$ cat config.mk
export PLATFORM = sky130hd
export DESIGN_NAME = i2s_rx_framer_flat
export DESIGN_NICKNAME = d
export VERILOG_FILES = /design/src/rtl/i2s_rx_framer_if.sv /design/src/rtl/i2s_rx_framer.sv /design/src/flat_wrapper.sv
export SDC_FILE = /design/constraint.sdc
export NUM_CORES = 1
export LEC_CHECK = 0
export BUFFER_PORTS_ARGS = -buffer_cell sky130_fd_sc_hd__buf_4
export CORE_MARGIN = 2
export CORE_UTILIZATION = 25
export CTS_CLUSTER_SIZE = 14
export DETAILED_ROUTE_END_ITERATION = 10
export HOLD_SLACK_MARGIN = 0.05
export PLACE_DENSITY_LB_ADDON = 0.08
export SLEW_MARGIN = 5
export SYNTH_ARGS = -nofsm -noshare
export SYNTH_HDL_FRONTEND = slang
export SYNTH_SLANG_ARGS = --single-unit
export TNS_END_PERCENT = 1
$ cat constraint.sdc
create_clock -name clk -period 4.5 [get_ports clk]
set_input_delay 0.45 -clock clk [delete_from_list [all_inputs] [get_ports clk]]
set_output_delay 0.45 -clock clk [all_outputs]
set_load 0.02 [all_outputs]
$ cat src/rtl/i2s_rx_framer_if.sv
`default_nettype none
// ============================================================================
//  Module   : i2s_rx_framer_if
//  Brief    : Stereo-pair valid/ready bus between the I2S receive framer and
//             the parallel side of the RX path (RX FIFO writer).
//  Revision : 1.0 - initial release
// ============================================================================
interface i2s_rx_framer_if #(
    parameter int WIDTH = 32
);
    logic [WIDTH-1:0] out_left;
    logic [WIDTH-1:0] out_right;
    logic             out_valid;
    logic             out_ready;

    // Framer side: produces pairs, observes consumer readiness.
    modport master (
        output out_left,
        output out_right,
        output out_valid,
        input  out_ready
    );

    // Consumer side: takes pairs, drives readiness.
    modport slave (
        input  out_left,
        input  out_right,
        input  out_valid,
        output out_ready
    );
endinterface
`default_nettype wire

$ cat src/rtl/i2s_rx_framer.sv
`default_nettype none
// ============================================================================
//  Module   : i2s_rx_framer
//  Brief    : Slave-mode I2S receive framer. Runs on the serial bit clock,
//             follows WS transitions, deserialises SD (MSB first, one-bit
//             WS delay) into left/right words and offers each complete
//             stereo pair on a valid/ready bus. Flags short channels and
//             pairs dropped under backpressure.
//  Revision : 1.0 - initial release
// ============================================================================
module i2s_rx_framer #(
    parameter int WIDTH = 32
) (
    input  wire logic        clk,
    input  wire logic        rst,
    input  wire logic        en,
    input  wire logic        frame_32,
    input  wire logic        mute,
    input  wire logic        ws,
    input  wire logic        sd,
    i2s_rx_framer_if.master  out_if,
    output logic             overrun,
    output logic             frame_err
);

    localparam logic [5:0] c_w16 = 6'd16;
    localparam logic [5:0] c_w32 = 6'd32;

    typedef enum logic [1:0] {
        S_SYNC  = 2'd0,
        S_LEFT  = 2'd1,
        S_RIGHT = 2'd2
    } state_t;

    // ------------------------------------------------------------------
    // Registered state
    // ------------------------------------------------------------------
    state_t           r_state;
    logic             r_ws_d;
    logic [5:0]       r_cnt;
    logic [WIDTH-1:0] r_sreg;
    logic [WIDTH-1:0] r_left_hold;
    logic             r_left_bad;
    logic             r_f32;
    logic [WIDTH-1:0] r_out_left;
    logic [WIDTH-1:0] r_out_right;
    logic             r_out_valid;
    logic             r_overrun;
    logic             r_frame_err;

    // ------------------------------------------------------------------
    // Next-state wires
    // ------------------------------------------------------------------
    state_t           w_state_nxt;
    logic [5:0]       w_cnt_nxt;
    logic [WIDTH-1:0] w_sreg_nxt;
    logic [WIDTH-1:0] w_left_hold_nxt;
    logic             w_left_bad_nxt;
    logic             w_f32_nxt;
    logic [WIDTH-1:0] w_out_left_nxt;
    logic [WIDTH-1:0] w_out_right_nxt;
    logic             w_out_valid_nxt;
    logic             w_overrun_nxt;
    logic             w_frame_err_nxt;

    // Pair completion strobe and the right word that goes with it.
    logic             w_pair;
    logic [WIDTH-1:0] w_pair_right;

    // ------------------------------------------------------------------
    // Per-bit helpers
    // ------------------------------------------------------------------
    logic             w_fall;
    logic             w_rise;
    logic [5:0]       w_w;
    logic [5:0]       w_cnt_inc;
    logic [WIDTH-1:0] w_sreg_shift;
    logic             w_short;

    assign w_fall       = r_ws_d & ~ws;
    assign w_rise       = ~r_ws_d & ws;
    assign w_w          = r_f32 ? c_w32 : c_w16;
    // Bit counter includes the edge cycle and stops at W+1 so a long slot
    // never wraps back into the "short" range.
    assign w_cnt_inc    = (r_cnt > w_w) ? r_cnt : r_cnt + 6'd1;
    // Only bits 1..W enter the shift register; extra slot bits are dropped.
    assign w_sreg_shift = (r_cnt < w_w) ? {r_sreg[WIDTH-2:0], sd} : r_sreg;
    assign w_short      = (w_cnt_inc < w_w);

    // Channel-tracking FSM: next state, counters, capture and error strobes.
    always_comb begin
        w_state_nxt     = r_state;
        w_cnt_nxt       = r_cnt;
        w_sreg_nxt      = r_sreg;
        w_left_hold_nxt = r_left_hold;
        w_left_bad_nxt  = r_left_bad;
        w_f32_nxt       = r_f32;
        w_frame_err_nxt = 1'b0;
        w_pair          = 1'b0;
        w_pair_right    = '0;

        if (!en) begin
            // Disabled: drop any frame in progress and wait for a fresh
            // falling WS edge once re-enabled.
            w_state_nxt    = S_SYNC;
            w_cnt_nxt      = '0;
            w_sreg_nxt     = '0;
            w_left_bad_nxt = 1'b0;
        end else begin
            case (r_state)
                S_SYNC: begin
                    if (w_fall) begin
                        w_state_nxt    = S_LEFT;
                        w_cnt_nxt      = '0;
                        w_sreg_nxt     = '0;
                        w_left_bad_nxt = 1'b0;
                        w_f32_nxt      = frame_32;
                    end
                end

                S_LEFT: begin
                    w_cnt_nxt  = w_cnt_inc;
                    w_sreg_nxt = w_sreg_shift;
                    if (w_rise) begin
                        if (w_short) begin
                            w_frame_err_nxt = 1'b1;
                            w_left_bad_nxt  = 1'b1;
                        end else begin
                            w_left_hold_nxt = mute ? '0 : w_sreg_shift;
                            w_left_bad_nxt  = 1'b0;
                        end
                        w_state_nxt = S_RIGHT;
                        w_cnt_nxt   = '0;
                        w_sreg_nxt  = '0;
                    end
                end

                S_RIGHT: begin
                    w_cnt_nxt  = w_cnt_inc;
                    w_sreg_nxt = w_sreg_shift;
                    if (w_fall) begin
                        if (r_left_bad || w_short) begin
                            w_frame_err_nxt = 1'b1;
                        end else begin
                            w_pair       = 1'b1;
                            w_pair_right = mute ? '0 : w_sreg_shift;
                        end
                        w_state_nxt    = S_LEFT;
                        w_cnt_nxt      = '0;
                        w_sreg_nxt     = '0;
                        w_left_bad_nxt = 1'b0;
                        w_f32_nxt      = frame_32;
                    end
                end

                default: begin
                    w_state_nxt = S_SYNC;
                    w_cnt_nxt   = '0;
                    w_sreg_nxt  = '0;
                end
            endcase
        end
    end

    // Output handshake: load a completed pair, or drop it if the last one
    // is still pending; otherwise retire the pending pair when accepted.
    always_comb begin
        w_out_left_nxt  = r_out_left;
        w_out_right_nxt = r_out_right;
        w_out_valid_nxt = r_out_valid;
        w_overrun_nxt   = 1'b0;

        if (w_pair) begin
            if (r_out_valid && !out_if.out_ready) begin
                w_overrun_nxt = 1'b1;
            end else begin
                w_out_left_nxt  = r_left_hold;
                w_out_right_nxt = w_pair_right;
                w_out_valid_nxt = 1'b1;
            end
        end else if (r_out_valid && out_if.out_ready) begin
            w_out_valid_nxt = 1'b0;
        end
    end

    // State and datapath registers; reset discards any partial word.
    always_ff @(posedge clk or posedge rst) begin
        if (rst) begin
            r_state     <= S_SYNC;
            r_ws_d      <= 1'b0;
            r_cnt       <= '0;
            r_sreg      <= '0;
            r_left_hold <= '0;
            r_left_bad  <= 1'b0;
            r_f32       <= 1'b0;
            r_out_left  <= '0;
            r_out_right <= '0;
            r_out_valid <= 1'b0;
            r_overrun   <= 1'b0;
            r_frame_err <= 1'b0;
        end else begin
            r_state     <= w_state_nxt;
            r_ws_d      <= ws;
            r_cnt       <= w_cnt_nxt;
            r_sreg      <= w_sreg_nxt;
            r_left_hold <= w_left_hold_nxt;
            r_left_bad  <= w_left_bad_nxt;
            r_f32       <= w_f32_nxt;
            r_out_left  <= w_out_left_nxt;
            r_out_right <= w_out_right_nxt;
            r_out_valid <= w_out_valid_nxt;
            r_overrun   <= w_overrun_nxt;
            r_frame_err <= w_frame_err_nxt;
        end
    end

    assign out_if.out_left  = r_out_left;
    assign out_if.out_right = r_out_right;
    assign out_if.out_valid = r_out_valid;
    assign overrun          = r_overrun;
    assign frame_err        = r_frame_err;

endmodule
`default_nettype wire

$ cat src/flat_wrapper.sv
// flat-port wrapper written by rule: the top's interface ports become plain ports
module i2s_rx_framer_flat 
#(
    parameter int WIDTH = 32
)
  (clk, rst, en, frame_32, mute, ws, sd, overrun, frame_err, out_if_out_left, out_if_out_right, out_if_out_valid, out_if_out_ready);
  i2s_rx_framer_if #(.WIDTH(WIDTH)) out_if_i ();
  input  wire logic clk;
  input  wire logic rst;
  input  wire logic en;
  input  wire logic frame_32;
  input  wire logic mute;
  input  wire logic ws;
  input  wire logic sd;
  output logic overrun;
  output logic frame_err;
  output wire logic [$bits(out_if_i.out_left)-1:0] out_if_out_left;
  output wire logic [$bits(out_if_i.out_right)-1:0] out_if_out_right;
  output wire logic [$bits(out_if_i.out_valid)-1:0] out_if_out_valid;
  input wire logic [$bits(out_if_i.out_ready)-1:0] out_if_out_ready;
  assign out_if_out_left = out_if_i.out_left;
  assign out_if_out_right = out_if_i.out_right;
  assign out_if_out_valid = out_if_i.out_valid;
  assign out_if_i.out_ready = out_if_out_ready;
  i2s_rx_framer #(.WIDTH(WIDTH)) u_core (.clk(clk), .rst(rst), .en(en), .frame_32(frame_32), .mute(mute), .ws(ws), .sd(sd), .out_if(out_if_i), .overrun(overrun), .frame_err(frame_err));
endmodule
# After elaboration in Yosys (flattened, before gate mapping)
# Cells that the tools add are included.
# totals
in_bits	8
wordCells	83
output_inout_bits	67
reg_bits	142
# classes
n_reduce_logical	13
n_mux	41
eq_ne	7
order_cmp	3
n_bitwise	6
add_sub_neg	1
# ops
operator	count
$mux 32	10
$pmux 32 s3	1
$mux 6	6
$pmux 6 s3	1
$mux 1	17
$lt 6x6->1	2
$ne 3x2->1 const B	4
$add 6x1->6 const B	1
$gt 6x6->1	1
$mux 2	3
$reduce_and 2->1	3
$reduce_and 3->1	2
$not 1->1	4
$pmux 1 s2	2
$pmux 2 s2	1
$reduce_and 4->1	1
$and 1x1->1	2
$eq 2x1->1 const B	1
$eq 2x2->1 const B	1
$logic_and 1x1->1	2
$logic_not 2->1	1
$ne 2x2->1 const B	1
$reduce_bool 2->1	1
$reduce_or 2->1	1
2 further kinds	2

# Longest topological paths before layout
# depth
ltp_word	11
mapped_depth	14
depth_no_buf	11

# Worst setup path after synthesis
# OpenSTA, ideal clock, no wires.
# synth_timing
path_kind	register -> register
startpoint	register u_core.r_f32
endpoint	register u_core.r_left_hold[0]
n_path_buf	3
t_required_ps	4375
slack_ps	1263
t_arrival_ps	3112
period_less_slack_ps	3237
setup_time_ps	125
path_stages_with_launch	15
cell_sequence	dfrtp_1 -> inv_1 -> ha_1 -> nor2b_1 -> nor2_1 -> clkbuf_1 -> nand4_1 -> xnor2_1 -> ha_1 -> or2_2 -> o32a_4 -> and3_4 -> buf_6 -> buf_12 -> mux2_4
# synth_between
elab_chain_len	6
elab_cells_between_ends	9
classes_between	3 x order compare; 4 x mux; 1 x bitwise; 1 x reduce/logical
# synth_lines
item	line_no	text
start: declaration	i2s_rx_framer.sv:44	logic r_f32;
start signal: assignment	i2s_rx_framer.sv:208	r_f32 <= w_f32_nxt;
$mux 6 *	i2s_rx_framer.sv:82	assign w_w = r_f32 ? c_w32 : c_w16;
$gt 6x6->1	i2s_rx_framer.sv:85	assign w_cnt_inc = (r_cnt > w_w) ? r_cnt : r_cnt + 6'd1;
$mux 6	i2s_rx_framer.sv:85	
$lt 6x6->1	i2s_rx_framer.sv:88	assign w_short = (w_cnt_inc < w_w);
$not 1->1 (no line)	--	
$reduce_and 4->1 (no line)	--	
end signal: assignment	i2s_rx_framer.sv:206	r_left_hold <= w_left_hold_nxt;
end: declaration	i2s_rx_framer.sv:42	logic [WIDTH-1:0] r_left_hold;
# Mark *: on every way between the ends. The rest lies on a longest branch, timed or not.
# A chain may end at the register's enable or synchronous reset.

# Final worst setup path
# layout_timing
startpoint	register u_core.r_f32
endpoint	register u_core.r_out_left[31], in the netlist u_core.out_if.out_left[31]
# layout_between
elab_chain_len	10
# layout_lines
item	line_no	text
$mux 6 *	i2s_rx_framer.sv:82	
$gt 6x6->1	i2s_rx_framer.sv:85	
$mux 6	i2s_rx_framer.sv:85	
$lt 6x6->1 *	i2s_rx_framer.sv:88	
$logic_or 1x1->1 *	i2s_rx_framer.sv:142	if (r_left_bad || w_short) begin
$mux 1 *	i2s_rx_framer.sv:142	
$mux 1 *	i2s_rx_framer.sv:141	if (w_fall) begin
$mux 1 *	i2s_rx_framer.sv:110	case (r_state)
$mux 1 *	i2s_rx_framer.sv:102	if (!en) begin
$reduce_and 2->1 (no line) *	--	
end signal: assignment	i2s_rx_framer.sv:209	r_out_left <= w_out_left_nxt;
end: declaration	i2s_rx_framer.sv:45	logic [WIDTH-1:0] r_out_left;
# Marked as above.

==> impl_metrics.env <==
export IMPL_cp_max_fo=64
export IMPL_outcome="finished clean"
export IMPL_ys_seq_elements=142
export IMPL_dpl_worst_slack_ns=0.9414
export IMPL_die_x_um=161.7
export IMPL_start_util_pct=25.51
export IMPL_yosys_area_top_type="dfrtp_1"
export IMPL_crit_path_end_kind="flip-flop"
export IMPL_viasPerCell=4.412
export IMPL_async_reset_ff_share_pct=100.0
export IMPL_num_fill_cells=2521
export IMPL_reg2reg_depth=11
export IMPL_hold_viol=0
export IMPL_hold_buffers=0
export IMPL_num_vias=3927
export IMPL_yosys_top_cells_area="dfrtp_1 57%, mux2_2 12%, mux2_4 7.2%"
export IMPL_drc=0
export IMPL_cts_setup_buffers=0
export IMPL_cp_required_ns=4.79
export IMPL_die_y_um=161.7
export IMPL_fin_skew_ns=0.01088
export IMPL_rsz0062_at_grt="false"
export IMPL_syn_area_per_cell_um2=12.83
export IMPL_fin_setup_tns_ns=0
export IMPL_r2r_end="u_core.out_if.out_left[31]"
export IMPL_worst_setup_path_start_kind="flip-flop"
export IMPL_wire_per_inst_um=15.14
export IMPL_worstMarginPinSlew_ns=1.002
export IMPL_ir_drop_uv=183.1
export IMPL_finalSetupViolations=0
export IMPL_io_pins=75
export IMPL_clk_latency_ns=0.41
export IMPL_synthDistinctLibCells=42
export IMPL_antenna_found_initial=0
export IMPL_syn_inst=485
export IMPL_path_class="reg2reg"
export IMPL_synth_top_cell_area_share_pct=57.12
export IMPL_clock_fmax_ghz=0.2844
export IMPL_period_share_pct=78.15
export IMPL_fp_row_count=57
export IMPL_tritoncts="built"
export IMPL_crit_path_start="u_core.r_f32"
export IMPL_ant_nets=0
export IMPL_clkSinkCount=142
export IMPL_portBuffers=74
export IMPL_grt_use_total_pct=11.00
export IMPL_cts_resized=0
export IMPL_drive_above_1_share_pct=38.16
export IMPL_p_leak_nw=3.646
export IMPL_grt_max_degree=65
export IMPL_syn_num_nets=502
export IMPL_dp_hpwl_mm=8.419
export IMPL_cts_root_buf="clkbuf_16"
export IMPL_routabilityCongestion=0.6796
export IMPL_syn_cell_area_um2=6221
export IMPL_max_cap_violations=0
export IMPL_slew_viol_final=0
export IMPL_yosysWarnings=0
export IMPL_multi_input_area_um2=2477
export IMPL_synth_edf_count=0
export IMPL_r2r_start="u_core.r_f32"
export IMPL_cts_inserted_buffers=17
export IMPL_grt_pass1_vias=4181
export IMPL_relSlewSlack_pct=33.18
export IMPL_r2r_slack_ns=0.98
export IMPL_post_route_min_period_ns=3.517
export IMPL_area_delta_synth_final_pct=22.75
export IMPL_dr_pass1_iters=4
export IMPL_regArea_um2=3553
export IMPL_coreArea_um2=24390
export IMPL_drtIter0Drc=179
export IMPL_hold_class="in2async"
export IMPL_grt_overflow=0
export IMPL_synth_flop_cell="dfrtp_1"
export IMPL_clk_pin_slew_ns=0.06
export IMPL_ctsLongestPathBuffers=2
export IMPL_diodes=0
export IMPL_ys_seq_area_share_pct=57.12
export IMPL_finalNetCount=571
export IMPL_cts_max_level=4
export IMPL_cp_data_arrival_time_ns=3.81
export IMPL_dieArea_um2=26160
export IMPL_setup_slack_ns=0.9834
export IMPL_routed_wl_mm=13.48
export IMPL_grt_pass1_wl_mm=22.83
export IMPL_cellPowerDensity_nw_per_um2=373.2
-- stage by stage --
| stage | util [%] | hold slack, ns | instances | area (µm²) | power, mW |
|---|---|---|---|---|---|
| 2_1_floorplan | - | 0.4729 | 485 | 6221 | 1.438 |
| 3_3_place_gp | 28.93 | 0.4913 | 859 | 7057 | 1.493 |
| 3_5_place_dp | 28.93 | 0.4928 | 859 | 7057 | 1.496 |
| 4_1_cts | 31.31 | 0.1303 | 890 | 7636 | 2.912 |
| 5_1_grt | 31.31 | 0.1749 | 890 | 7636 | 2.990 |
| 6_report | 31.31 | 0.1135 | 890 | 7636 | 2.850 |
-- power breakdown --
part           internal (mW)  switching (mW)  total [mW]
Sequential              1.28         0.00588        1.29
Clock                  0.829           0.556        1.38
Combinational         0.0422           0.133       0.175
-- kinds of logic (layout without fill, tap and decap cells) --
group                    Yosys count  count (layout)  share of synthesized area (%)
AO/OA/AOI/OAI                     85              85                          9.513
adder cells (fa/ha/maj)            9               9                          1.810
XOR/XNOR                           4               4                         0.5633
multiplexers                      98              98                          19.53
flip-flops                       142             142                          57.12
buffers and inverters             36             117                          3.560
AND/OR/NAND/NOR                  111             111                          7.904
-- cell usage after synthesis, types with 3 or more instances --
library cell	number
buf_2	6
nor2_1	13
mux2_2	67
buf_4	6
nand2_1	73
dfrtp_1	142
buf_12	3
a21oi_1	35
clkbuf_1	12
mux2_4	30
ha_1	9
nand3_1	3
nor2b_1	3
a22o_1	33
inv_1	8
o21ai_0	6
-- per-layer routing --
metal | wire length, µm | track usage [%] | vias to the layer above
li1 | - | - | 1851
met1 | 6436 | 14.55 | 1992
met4 | 147 | 3.379 | 0
met2 | 6290 | 17.44 | 73
met5 | 0 | 0 | -
met3 | 602 | 3.243 | 11
-- cells in the final DEF, fill, tap and decap left out, types with 3 or more instances in the layout --
cell type / n
a21oi_1: 35
a22o_1: 33
buf_4: 78
clkbuf_16: 17
clkinv_2: 3
clkinvlp_4: 4
dfrtp_1: 142
ha_1: 9
inv_1: 7
inv_6: 3
mux2_2: 67
mux2_4: 30
nand2_1: 73
nand3_1: 3
nor2_1: 12
nor2b_1: 3
o21ai_0: 6
-- state kept, by name, indices dropped and copies added (netlist names) --
register / cells
u_core.r_left_bad: 1
u_core.out_if.out_right: 32
u_core.out_if.out_valid: 1
u_core.r_f32: 1
u_core.r_ws_d: 1
u_core.overrun: 1
u_core.r_left_hold: 32
u_core.frame_err: 1
u_core.r_state: 2
u_core.r_cnt: 6
u_core.r_sreg: 32
u_core.out_if.out_left: 32
-- layout make-up --
class	instances	share of cell area, %
flip-flops and latches	142	46.53
multi-input cells	307	32.44
repair buffers	78	7.668
clock buffers	18	5.751
well taps	324	5.309
clock inverters	13	1.835
inverters	8	0.4588
-- worst max path at each step --
| stage | endpoint | slack [ns] |
|---|---|---|
| after floorplan | u_core.frame_err | 0.24 |
| after global placement | u_core.out_if.out_left[26] | 1.05 |
| after detailed placement | u_core.out_if.out_right[15] | 0.94 |
| after CTS | u_core.out_if.out_right[19] | 0.93 |
| after global routing | u_core.out_if.out_left[16] | 0.74 |
| final | u_core.out_if.out_left[31] | 0.98 |
-- critical path, cell delays in order (launching register included) --
cell	delay, ns
dfrtp_1	0.36
inv_1	0.09
ha_1	0.31
nor2b_1	0.33
nor2_4	0.05
nand4_1	0.12
xnor2_1	0.10
ha_1	0.23
or2_2	0.28
o32a_4	0.41
nand3_4	0.67
mux2_2	0.42
No activity file was read; power rests on OpenSTA's default activity.
